**src/rtl/dbg_pkg.sv**
```systemverilog
// Shared definitions for the byte-stream debug bus bridge.
// Latency: n/a (types and constants only).
// Backpressure: n/a.
package dbg_pkg;

    typedef enum logic [2:0] {
        S_IDLE,
        S_ADDR,
        S_WDATA,
        S_WACC,
        S_RACC,
        S_RSEND,
        S_STATUS
    } state_t;

    // Command header layout
    localparam int HDR_WRITE   = 7;
    localparam int HDR_INCR    = 6;
    localparam int HDR_LEN_MSB = 5;
    localparam int HDR_LEN_LSB = 0;

    // Status byte layout
    localparam int ST_MARK = 7;
    localparam int ST_ERR  = 6;
    localparam int ST_TOUT = 5;

    function automatic logic [7:0] status_byte(input logic err, input logic tout);
        logic [7:0] s;
        s          = 8'h00;
        s[ST_MARK] = 1'b1;
        s[ST_ERR]  = err;
        s[ST_TOUT] = tout;
        return s;
    endfunction

endpackage

```
**src/rtl/dbg_shift_reg.sv**
```systemverilog
// Byte-serial shift register with byte counter; MSB-first in or out, parallel load.
// Latency: shifted/loaded value visible the cycle after shift/load.
// Backpressure: none internal; caller gates shift with its own handshake.
//
// Ports: clr zeroes data and counter; load writes load_dat and restarts the
// counter; shift moves data left one byte, inserting shift_in_dat at the LSB.
// last is high while the counter sits on the final byte of the word, so a
// shift with last=1 completes the word and returns the counter to zero.
module dbg_shift_reg #(
    parameter int NBYTES = 4
) (
    input  logic                  clk,
    input  logic                  rst_n,
    input  logic                  clr,
    input  logic                  load,
    input  logic [8*NBYTES-1:0]   load_dat,
    input  logic                  shift,
    input  logic [7:0]            shift_in_dat,
    output logic [8*NBYTES-1:0]   dat,
    output logic                  last
);

    localparam int W = 8 * NBYTES;

    logic [2:0] cnt;

    assign last = (cnt == 3'(NBYTES - 1));

    always_ff @(posedge clk or negedge rst_n) begin
        if (!rst_n) begin
            dat <= '0;
            cnt <= '0;
        end else if (clr) begin
            dat <= '0;
            cnt <= '0;
        end else if (load) begin
            dat <= load_dat;
            cnt <= '0;
        end else if (shift) begin
            // Truncating cast drops the outgoing top byte; works for NBYTES=1 too.
            dat <= W'({dat, shift_in_dat});
            cnt <= last ? 3'd0 : cnt + 3'd1;
        end
    end

endmodule

```
**src/rtl/dbg_bus_bridge.sv**
```systemverilog
// Parses header/address/data bytes from an RX FIFO and runs single or burst bus accesses.
// Latency: last address/data byte popped -> o_penable high the next cycle.
// Backpressure: RX empty stalls parsing, TX full stalls read data and status output.
//
// Ports: i_fifo_* / o_fifo_read form the RX byte side (pop consumes the byte in
// the same cycle); i_fifo_full / o_fifo_write / o_fifo_wdata form the TX side;
// o_penable..o_pwdata and i_pready/i_prdata/i_pslverr form the bus master side.
module dbg_bus_bridge
    import dbg_pkg::*;
#(
    parameter int ADDR_BYTES  = 4,
    parameter int DATA_BYTES  = 4,
    parameter int TIMEOUT_CYC = 255
) (
    input  logic                    i_clk,
    input  logic                    i_rst_n,
    input  logic                    i_fifo_empty,
    output logic                    o_fifo_read,
    input  logic [7:0]              i_fifo_rdata,
    input  logic                    i_fifo_full,
    output logic                    o_fifo_write,
    output logic [7:0]              o_fifo_wdata,
    output logic                    o_penable,
    output logic                    o_pwrite,
    output logic [8*ADDR_BYTES-1:0] o_paddr,
    output logic [8*DATA_BYTES-1:0] o_pwdata,
    input  logic                    i_pready,
    input  logic [8*DATA_BYTES-1:0] i_prdata,
    input  logic                    i_pslverr
);

    localparam int AW = 8 * ADDR_BYTES;
    localparam int DW = 8 * DATA_BYTES;
    localparam int TW = (TIMEOUT_CYC < 2) ? 1 : $clog2(TIMEOUT_CYC + 1);
    // Counter value in the last cycle the access may still wait.
    localparam logic [TW-1:0] TO_LAST = TW'((TIMEOUT_CYC > 0) ? TIMEOUT_CYC - 1 : 0);

    state_t          state;
    logic            wr_f, incr_f, err_f, tout_f;
    logic [5:0]      beats_left;
    logic [TW-1:0]   to_cnt;

    logic            rx_pop, tx_push, acc_tout, acc_end, beat_end, hdr_pop;
    logic            addr_last, wd_last, rd_last;
    logic [AW-1:0]   addr_dat;
    logic [DW-1:0]   wd_dat, rd_dat;

    // Pop/push are combinational: the FIFOs hand over a byte in the cycle the
    // strobe is high, so the strobe must see the current empty/full flags.
    assign rx_pop   = !i_fifo_empty && (state inside {S_IDLE, S_ADDR, S_WDATA});
    assign tx_push  = !i_fifo_full  && (state inside {S_RSEND, S_STATUS});
    assign hdr_pop  = (state == S_IDLE) && rx_pop;

    // Ready in the expiry cycle wins over the timeout.
    assign acc_tout = (TIMEOUT_CYC != 0) && !i_pready && (to_cnt == TO_LAST);
    assign acc_end  = (state inside {S_WACC, S_RACC}) && (i_pready || acc_tout);
    assign beat_end = ((state == S_WACC) && acc_end) ||
                      ((state == S_RSEND) && tx_push && rd_last);

    assign o_fifo_read  = rx_pop;
    assign o_fifo_write = tx_push;
    assign o_fifo_wdata = !tx_push           ? 8'h00 :
                          (state == S_RSEND) ? rd_dat[DW-1 -: 8] :
                                               status_byte(err_f, tout_f);
    assign o_paddr  = addr_dat;
    assign o_pwdata = wd_dat;

    dbg_shift_reg #(.NBYTES(ADDR_BYTES)) u_addr (
        .clk          (i_clk),
        .rst_n        (i_rst_n),
        .clr          (hdr_pop),
        .load         (beat_end && (beats_left != 6'd0) && incr_f),
        .load_dat     (addr_dat + AW'(DATA_BYTES)),
        .shift        ((state == S_ADDR) && rx_pop),
        .shift_in_dat (i_fifo_rdata),
        .dat          (addr_dat),
        .last         (addr_last)
    );

    dbg_shift_reg #(.NBYTES(DATA_BYTES)) u_wdata (
        .clk          (i_clk),
        .rst_n        (i_rst_n),
        .clr          (hdr_pop),
        .load         (1'b0),
        .load_dat     ('0),
        .shift        ((state == S_WDATA) && rx_pop),
        .shift_in_dat (i_fifo_rdata),
        .dat          (wd_dat),
        .last         (wd_last)
    );

    // An abandoned read returns zeros rather than whatever sits on i_prdata.
    dbg_shift_reg #(.NBYTES(DATA_BYTES)) u_rdata (
        .clk          (i_clk),
        .rst_n        (i_rst_n),
        .clr          (hdr_pop),
        .load         ((state == S_RACC) && acc_end),
        .load_dat     (i_pready ? i_prdata : '0),
        .shift        ((state == S_RSEND) && tx_push),
        .shift_in_dat (8'h00),
        .dat          (rd_dat),
        .last         (rd_last)
    );

    always_ff @(posedge i_clk or negedge i_rst_n) begin
        if (!i_rst_n) begin
            state      <= S_IDLE;
            wr_f       <= 1'b0;
            incr_f     <= 1'b0;
            err_f      <= 1'b0;
            tout_f     <= 1'b0;
            beats_left <= '0;
            to_cnt     <= '0;
            o_penable  <= 1'b0;
            o_pwrite   <= 1'b0;
        end else begin
            case (state)
                S_IDLE: begin
                    if (rx_pop) begin
                        wr_f       <= i_fifo_rdata[HDR_WRITE];
                        incr_f     <= i_fifo_rdata[HDR_INCR];
                        beats_left <= i_fifo_rdata[HDR_LEN_MSB:HDR_LEN_LSB];
                        err_f      <= 1'b0;
                        tout_f     <= 1'b0;
                        state      <= S_ADDR;
                    end
                end
                S_ADDR: begin
                    if (rx_pop && addr_last) begin
                        if (wr_f) begin
                            state <= S_WDATA;
                        end else begin
                            state     <= S_RACC;
                            o_penable <= 1'b1;
                            to_cnt    <= '0;
                        end
                    end
                end
                S_WDATA: begin
                    if (rx_pop && wd_last) begin
                        state     <= S_WACC;
                        o_penable <= 1'b1;
                        o_pwrite  <= 1'b1;
                        to_cnt    <= '0;
                    end
                end
                S_WACC, S_RACC: begin
                    if (acc_end) begin
                        o_penable <= 1'b0;
                        o_pwrite  <= 1'b0;
                        if (i_pready && i_pslverr) err_f  <= 1'b1;
                        if (!i_pready)             tout_f <= 1'b1;
                        if (state == S_RACC)       state  <= S_RSEND;
                    end else begin
                        to_cnt <= to_cnt + 1'b1;
                    end
                end
                S_RSEND: ;
                S_STATUS: begin
                    if (tx_push) state <= S_IDLE;
                end
                default: state <= S_IDLE;
            endcase

            // Shared beat sequencing for write completion and last read byte.
            if (beat_end) begin
                if (beats_left != 6'd0) begin
                    beats_left <= beats_left - 6'd1;
                    if (wr_f) begin
                        state <= S_WDATA;
                    end else begin
                        state     <= S_RACC;
                        o_penable <= 1'b1;
                        to_cnt    <= '0;
                    end
                end else begin
                    state <= S_STATUS;
                end
            end
        end
    end

endmodule

```
**config.mk**
```make
export PLATFORM = sky130hd
export DESIGN_NAME = dbg_bus_bridge
export DESIGN_NICKNAME = d
export VERILOG_FILES = /design/src/rtl/dbg_pkg.sv /design/src/rtl/dbg_shift_reg.sv /design/src/rtl/dbg_bus_bridge.sv
export SDC_FILE = /design/constraint.sdc
export NUM_CORES = 1
export LEC_CHECK = 0
export CORE_ASPECT_RATIO = 2
export CORE_UTILIZATION = 57
export CTS_CLUSTER_SIZE = 25
export DETAILED_ROUTE_END_ITERATION = 8
export HOLD_SLACK_MARGIN = 0.08
export PLACE_DENSITY = 0.9
export SYNTH_ARGS = -nofsm -noshare
export SYNTH_HDL_FRONTEND = slang
export SYNTH_SLANG_ARGS = --single-unit
```
**constraint.sdc**
```tcl
create_clock -name i_clk -period 6.51 [get_ports i_clk]
set_input_delay 0.9765 -clock i_clk [delete_from_list [all_inputs] [get_ports i_clk]]
set_output_delay 0.9765 -clock i_clk [all_outputs]
set_load 0.03 [all_outputs]
```
==> summary.txt <==
run status: complete, no violations
critical path class: in -> out
fin cells: 945
P_leak: 3.538 nW
Synth Cell Area: 6764 sq um
maxcap violations: 0
fin crit share: 60.66%
first-pass GRT wire length: 33.49 mm
Worst Skew: 0.007890 ns
actual slew at the worst max-slew pin: 1.271 ns
H-tree levels: 4
chip height: 156.1 microns
Top cell by count, worst path: clkdlybuf4s50_1
routed vias: 6474
Cell variety after synth: 86
largest net degree at the start of global routing: 79
XOR/XNOR share of the synthesized area: 0.2590%
worst min-delay path class: reg -> reg
total grt overflow: 0
Residual DRC: 0
fraction of registers with async set or reset after synthesis: 100.0%
Die Span X: 79.03 microns
area added between synthesis and finish: 26.93%
Final setup viols: 0
final hold violations: 0
fin. max-slew vios: 0
critical path's slowest cell: clkdlybuf4s50_1
post-synthesis sequential element count: 128
Final Total Pwr: 4.206 mW
synth warn: 0
top cell type's share of synthesized area: 47.35%
CTS Hold Bufs: 0
number of diodes: 0
crit end category: output pin
initial antenna violation count: 0
min Tclk post-route: 3.949 ns
die area: 12330 sq um
post-route setup TNS: 0 ns
Avg WL per Cell: 21.53 microns
PortBufs: 121
DP Wirelength: 13.55 mm
RSZ-0062 raised after global routing: no
fmax: 253.2 MHz
GP Congestion: 0.9463
Routed Antenna Nets: 0
CTS tree: yes
Top Ports: 122
main combinational cell family by area after synthesis: compound AO/OA/AOI/OAI gates
Rows: 56
critical path depth: 4
syn nets: 745
Post-synth top flop: dfrtp_1
post_cts resized: 0
post-synthesis sequential area ratio: 47.35%
TritonCTS buffer count: 17
slowest stage delay, CP: 0.67 ns
cell taking the most area after synthesis: dfrtp_1
Layout Utilization: 73.82%
Hold Path Cell Cnt: 2
crit path DAT: 2.97 ns
area of the core: 11630 sq um
Post-Synthesis Cells: 692
CP required: 5.53 ns
fraction of layout instances using a drive strength above 1: 8.875%
clock buffer depth: 2
worst-path maximum fanout: 11
pwr dens: 489.8 nW/um^2
TritonCTS Sinks: 128
Post-Route WL: 20.34 mm
Fillers: 829
post-CTS setup buffers: 0
min-delay src: u_wdata.cnt[2]
Post-synth EDFFs: 0
clk root buf: clkbuf_16
post-synthesis mux area share: 1.369%
Starting Density: 58.15%
FF-to-FF Start: state[1]
Critical Path Source: i_fifo_full
most common cell after layout, fill and taps aside: dfrtp_1
Synth Area in Adders: 1.295%
Rel. slew slack: 15.16%
via density per instance: 6.851
simple-gate share of the synthesized area: 17.94%
most frequent cells in the layout: dfrtp_1 (128), clkdlybuf4s50_1 (120), nand2_1 (73)
Synth Area in Compound Gates: 27.01%
maximum vdd drop: 0.3167 mV
Placed Cells: 913
clk_lat worst skew: 0.42 ns
nets: 840
Clock transition at path regs: 0.06 ns
1st-iter DRT viols: 606
Total Routing Usage GR: 35.49%
top post-synthesis cells by area: dfrtp_1 (47%), a22o_1 (5.3%), a21oi_1 (4.4%)
via count of the first global-routing pass: 6634
DR pass1 iterations: 5
synthesized area per cell: 9.775 sq um
CP startpoint kind: input port
Buffers & Inverters on Critical Path: 2
CP delay by family, top: buffers and inverters
crit-path cells: clkdlybuf4s50_1 > and4bb_1 > and2_1 > clkdlybuf4s50_1
worst reg-to-reg path cell count: 5
-- routing by layer --
| metal | vias up | global-route usage, % | wire [microns] |
|---|---|---|---|
| met3 | 108 | 5.497 | 1041 |
| met4 | 0 | 29.35 | 1573 |
| li1 | 2808 | - | - |
| met1 | 3182 | 38.97 | 7059 |
| met5 | - | 0 | 0 |
| met2 | 376 | 59.11 | 10670 |
-- logic make-up after synthesis --
kind of cell             after synthesis
AO/OA/AOI/OAI                        255
AND/OR/NAND/NOR                      226
flip-flops                           128
buffers and inverters                 65
multiplexers                           9
adder cells (fa/ha/maj)                7
XOR/XNOR                               2
-- where the power goes --
part           internal (mW)  switching (mW)  total, mW
sequential              1.09           0.368       1.45
clock                  0.646           0.388       1.03
combinational          0.700            1.02       1.72
-- metrics by stage --
step           cell area [sq um]  hold WS, ns  worst slack [ns]
6_report                    8586       0.4991             2.561
5_1_grt                     8586       0.5222             2.499
4_1_cts                     8586       0.5027             2.578
3_5_place_dp                7954       0.4843             2.497
3_3_place_gp                7954       0.4781             2.593
2_1_floorplan               6764       0.4610             3.606
-- flip-flops by register name, indices dropped and copies added, names as in the netlist, 3 cells and up --
register and count:
u_addr.dat 32, u_wdata.dat 32, u_rdata.dat 32, beats_left 6
u_rdata.cnt 3, state 3, u_wdata.cnt 3, u_addr.cnt 3
to_cnt 8
-- layout make-up --
| class | instances | area [sq um] | area share (%) |
|---|---|---|---|
| clock inverters | 15 | 206.4 | 2.405 |
| well taps | 145 | 181.4 | 2.113 |
| repair buffers | 130 | 1276 | 14.86 |
| flip-flops and latches | 128 | 3203 | 37.31 |
| clock buffers | 17 | 425.4 | 4.955 |
| inverters | 11 | 41.29 | 0.4809 |
| multi-input cells | 499 | 3252 | 37.88 |
-- worst reg2reg max path: stages (launching register included) --
cell,delay [ns]
dfrtp_1,0.64
or3_1,0.95
nor2_1,1.11
nand2_1,0.15
nand4_1,0.15
nor2b_1,0.16
-- cells in the mapped netlist (5+ instances only) --
master,count
nor2b_1,6
o311ai_1,5
a21oi_1,59
inv_1,10
buf_1,5
and2_1,10
or3_1,9
buf_6,5
mux2i_1,7
nand3_1,17
clkbuf_1,25
buf_2,14
o21ai_0,38
a31oi_1,13
nor2_1,38
a211oi_1,14
and3_1,10
nand2_1,73
o22ai_1,25
ha_1,7
a22o_1,41
nand4_1,8
nor3_1,19
dfrtp_1,128
-- path summary, 6_finish.rpt --
kind	endpoint	slack (ns)
setup / recovery	o_fifo_wdata[1]	2.56
hold / removal	u_wdata.cnt[2]	0.50
setup reg to reg	u_addr.dat[9]	3.28
hold reg to reg	u_wdata.cnt[2]	0.50
max in group asynchronous	beats_left[0]	4.47
min in group asynchronous	u_addr.dat[25]	0.59
Power figures use the tool's default switching activity.
